==> src/rtl/pipeline_hazard_ctrl.sv <==
// Pipeline sequencing controller: per-stage write/flush strobes from load-use,
// branch redirect and data-memory wait/timeout, plus saturating perf counters.
module pipeline_hazard_ctrl #(
    parameter int MAX_WAIT = 8,
    parameter int CNT_W    = 16
) (
    input  logic             clk,
    input  logic             res,
    input  logic             id_ex_mem_read,
    input  logic [4:0]       id_ex_rd,
    input  logic [4:0]       if_id_rs1,
    input  logic [4:0]       if_id_rs2,
    input  logic             branch_taken_ex,
    input  logic             ex_mem_mem_access,
    input  logic             mem_ready,
    output logic             pc_write,
    output logic             if_id_write,
    output logic             if_id_flush,
    output logic             id_ex_write,
    output logic             id_ex_flush,
    output logic             ex_mem_write,
    output logic             mem_wb_write,
    output logic             mem_err,
    output logic [CNT_W-1:0] stall_cnt,
    output logic [CNT_W-1:0] flush_cnt
);

    typedef enum logic [1:0] {RUN, WAIT, ABORT} state_t;

    localparam logic [7:0] LAST_WAIT = 8'(MAX_WAIT - 1);

    state_t     state, state_n;
    logic [7:0] wait_cnt, wait_n;
    logic       err_q, err_n;
    logic       load_use, mem_busy, redirect;

    always_comb begin
        load_use = id_ex_mem_read && (id_ex_rd != 5'd0) &&
                   ((id_ex_rd == if_id_rs1) || (id_ex_rd == if_id_rs2));
        mem_busy = ex_mem_mem_access && !mem_ready && (state != ABORT);

        pc_write     = 1'b0;
        if_id_write  = 1'b0;
        if_id_flush  = 1'b0;
        id_ex_write  = 1'b0;
        id_ex_flush  = 1'b0;
        ex_mem_write = 1'b0;
        mem_wb_write = 1'b0;
        redirect     = 1'b0;

        // A frozen pipeline holds everything; branch/load-use are re-seen on release.
        if (!res && !mem_busy) begin
            id_ex_write  = 1'b1;
            ex_mem_write = 1'b1;
            mem_wb_write = 1'b1;
            if (branch_taken_ex) begin
                redirect    = 1'b1;
                pc_write    = 1'b1;
                if_id_write = 1'b1;
                if_id_flush = 1'b1;
                id_ex_flush = 1'b1;
            end else if (load_use) begin
                id_ex_flush = 1'b1;
            end else begin
                pc_write    = 1'b1;
                if_id_write = 1'b1;
            end
        end
    end

    always_comb begin
        state_n = state;
        wait_n  = wait_cnt;
        err_n   = 1'b0;
        unique case (state)
            RUN: begin
                if (mem_busy) begin
                    state_n = WAIT;
                    wait_n  = 8'd1;
                end
            end
            WAIT: begin
                if (!mem_busy) begin
                    state_n = RUN;
                    wait_n  = 8'd0;
                end else if (wait_cnt == LAST_WAIT) begin
                    state_n = ABORT;
                    wait_n  = 8'd0;
                    err_n   = 1'b1;
                end else begin
                    wait_n = wait_cnt + 8'd1;
                end
            end
            ABORT: begin
                state_n = RUN;
                wait_n  = 8'd0;
            end
            default: begin
                state_n = RUN;
                wait_n  = 8'd0;
            end
        endcase
    end

    always_ff @(posedge clk) begin
        if (res) begin
            state     <= RUN;
            wait_cnt  <= 8'd0;
            err_q     <= 1'b0;
            stall_cnt <= '0;
            flush_cnt <= '0;
        end else begin
            state    <= state_n;
            wait_cnt <= wait_n;
            err_q    <= err_n;
            if (!pc_write && (stall_cnt != {CNT_W{1'b1}}))
                stall_cnt <= stall_cnt + 1'b1;
            if (redirect && (flush_cnt != {CNT_W{1'b1}}))
                flush_cnt <= flush_cnt + 1'b1;
        end
    end

    // Gated so a pulse pending when reset arrives never shows during reset.
    assign mem_err = err_q && !res;

endmodule

==> config.mk <==
export PLATFORM = sky130hd
export DESIGN_NAME = pipeline_hazard_ctrl
export DESIGN_NICKNAME = d
export VERILOG_FILES = /design/src/rtl/pipeline_hazard_ctrl.sv
export SDC_FILE = /design/constraint.sdc
export NUM_CORES = 1
export LEC_CHECK = 0
export ABC_CLOCK_PERIOD_IN_PS = 2900
export BUFFER_PORTS_ARGS = -buffer_cell sky130_fd_sc_hd__buf_2
export CAP_MARGIN = 20
export CORE_ASPECT_RATIO = 0.7
export CORE_MARGIN = 4
export CORE_UTILIZATION = 52
export CTS_CLUSTER_SIZE = 16
export DETAILED_ROUTE_END_ITERATION = 10
export PLACE_DENSITY = 0.91
export SYNTH_ARGS = -nofsm -noshare
export SYNTH_HDL_FRONTEND = slang
export SYNTH_SLANG_ARGS = --single-unit
==> constraint.sdc <==
create_clock -name clk -period 2.9 [get_ports clk]
set_input_delay 0.58 -clock clk [delete_from_list [all_inputs] [get_ports clk]]
set_output_delay 0.58 -clock clk [all_outputs]
set_load 0.01 [all_outputs]
==> results.md <==
* Max_cap viols at 0
* Tmin final at 2.727 ns
* Clock Latency Late Sink at 0.29 ns
* Die outline height at 63.64 um
* Syn_area_per_cell at 8.424 sq um
* Ys flop type: dfxtp_1
* GRT Overall Usage at 19.92%
* CTS Buffer Depth at 2
* Clock-pin slew on the worst setup and hold paths at 0.07 ns
* Vias after detailed routing at 2187
* IO buf count at 60
* FF-to-FF path depth at 5
* First-pass GRT wire length at 9.142 mm
* CTS H-tree depth at 2
* Root buffer cell: clkbuf_8
* Iter 0 DRT Violations at 138
* Slew Viols, Final at 0
* YS warnings at 0
* Die width at 87.49 um
* Wirelength, routed at 5.312 mm
* Critical Path AT at 2.15 ns
* WHS Path Cells at 2
* CP endpoint kind: output pin
* CTS sink cnt at 43
* Hold_buf cts at 0
* 1st-pass router iterations at 4
* Site row count at 19
* Worst setup path class: input port to output pin
* Die Area at 0.005568 sq mm
* Vias in the first global route at 2037
* GR Overflow Total at 0
* DRT antenna net count at 0
* Max VDD drop at 0.3048 mV
* Placeable Area at 0.004089 sq mm
* Async SR Flop Fraction at 0%
* Crit path max fanout at 9
* Final setup viols at 0
* Max Freq at 366.8 MHz
* Post-synth EDFFs at 0
* Worst Setup Start Kind: input port
* Number of I/O pins at 61
* Static leakage at 1.167 nW
* CTS tree: done
* Wire length on met3 at 274 um
* Mapped cell area at 0.002300 sq mm
* Drt via density at 5.695
* Yosys reg bits at 43
* TritonCTS Buffers at 5
* DR top layer: met4
* Residual DRC at 0
* Post-CTS Resized at 0
* P per Cell Area at 422.0 mW/mm^2
* DR WL met2 at 2.564 mm
* Status: finished clean
* Post-CTS Setup Bufs at 0
* Syn Nets at 297
* Final Cycle Share at 94.02%
* Min-Delay Path Class: register to register
* Required @ worst endpoint at 2.32 ns
* Hpwl dp at 3.971 mm
* Fin util at 67.11%
* Distinct cell type count after synthesis at 46
* Layout cells sized above 1 at 24.10%
* Initial antenna violation count at 0
* Antenna Cells at 0
* Synthesis-to-layout area growth at 19.31%
* Hold Violations, Final at 0
* Worst Max-Slew Pin Slew at 0.7392 ns
* Seq/Total Area, Yosys at 37.43%
* TNS Setup at 0 ns
* RSZ-0062 raised after global routing: false
* Post-Syn Instances at 273
* Skew final at 0.005211 ns
* Initial Util at 56.24%
* Wirelength per Cell at 13.83 um
* Largest net degree at the start of global routing at 26
* Placer's final routability congestion estimate at 0.8326
* Max transition margin at 50.35%
* Worst hold slack at 0.4899 ns
* Final nets at 356
* R2R Setup Slk at 0.61 ns
* DRT met1 WL at 2.456 mm
## report_power, final
part / internal [mW] / switching (mW)
logic: 0.0468 / 0.0626
clock network: 0.252 / 0.192
registers: 0.596 / 0.00788
## critical path: stages
cell	delay, ns
buf_2	0.12
or4_1	0.54
o21ai_0	0.24
o31a_1	0.44
buf_2	0.22
## sequential cells by signal (all words and copies together) (netlist names)
signal and cells:
err_q 1, flush_cnt 16, wait_cnt 8, stall_cnt 16, state 2
## per-layer routing
| metal | track usage, % | vias to the layer above |
|---|---|---|
| met5 | 0 | - |
| met3 | 4.297 | 2 |
| met1 | 26.97 | 1034 |
| li1 | - | 1093 |
| met4 | 5.172 | 0 |
| met2 | 31.86 | 58 |
## synth_stat cells (5+ instances only)
cell type | count | area [sq um]
nor4_1 | 7 | 43.79
nor2b_1 | 9 | 56.30
or4_1 | 8 | 60.06
xnor2_1 | 5 | 43.79
and4_1 | 5 | 43.79
xor2_1 | 22 | 192.7
dfxtp_1 | 43 | 860.8
or3_1 | 6 | 37.54
nand2_1 | 20 | 75.07
clkbuf_1 | 5 | 18.77
o31ai_1 | 5 | 37.54
nand4_1 | 7 | 43.79
o21ai_0 | 11 | 55.05
and3_1 | 5 | 31.28
a21oi_1 | 13 | 65.06
nor2_1 | 31 | 116.4
nand3_1 | 13 | 65.06
inv_1 | 7 | 26.28
nor3_1 | 6 | 30.03
## metrics by stage
stage	std cells	area, sq um	total power [mW]	worst slack (ns)
global placement	377	2641	0.7217	0.2721
detailed placement	377	2641	0.7266	0.1690
floorplan	273	2300	0.6843	0.4409
finish	384	2744	1.158	0.1734
CTS	384	2744	1.167	0.1684
global route	384	2744	1.210	0.05905
## final timing paths
kind / end / from
setup / recovery: if_id_write / id_ex_rd[1]
hold / removal: stall_cnt[3] / stall_cnt[3]
setup reg to reg: stall_cnt[7] / stall_cnt[0]
hold reg to reg: stall_cnt[3] / stall_cnt[3]
## area by class of cell
class                      instances  area [sq um]
clock buffer                       6         72.57
fill                             348          1345
timing repair buffer              65         350.3
sequential                        43         860.8
clock inverter                     1         30.03
inverter                           7         26.28
multi-input combinational        210          1339
tap                               52         65.06
## logic make-up (layout without fill, tap and decap cells)
| kind of cell | after synthesis | after routing | synth area share [%] |
|---|---|---|---|
| buf+inv | 20 | 79 | 4.353 |
| compound gates | 43 | 43 | 12.13 |
| simple gates | 132 | 132 | 31.77 |
| fa+ha+maj | 3 | 3 | 1.632 |
| xor+xnor | 27 | 27 | 10.28 |
| mux | 5 | 5 | 2.394 |
| flops | 43 | 43 | 37.43 |
## cells in the final DEF (no fill, tap or decap), types with 7 or more instances in the layout
| master | count |
|---|---|
| nand2_1 | 20 |
| nor2b_1 | 9 |
| inv_1 | 7 |
| buf_2 | 60 |
| dfxtp_1 | 43 |
| a21oi_1 | 13 |
| nor2_1 | 31 |
| nor4_1 | 7 |
| nand4_1 | 7 |
| or4_1 | 8 |
| nand3_1 | 13 |
| o21ai_0 | 11 |
| xor2_1 | 22 |
(Power assumes the default switching activity.)
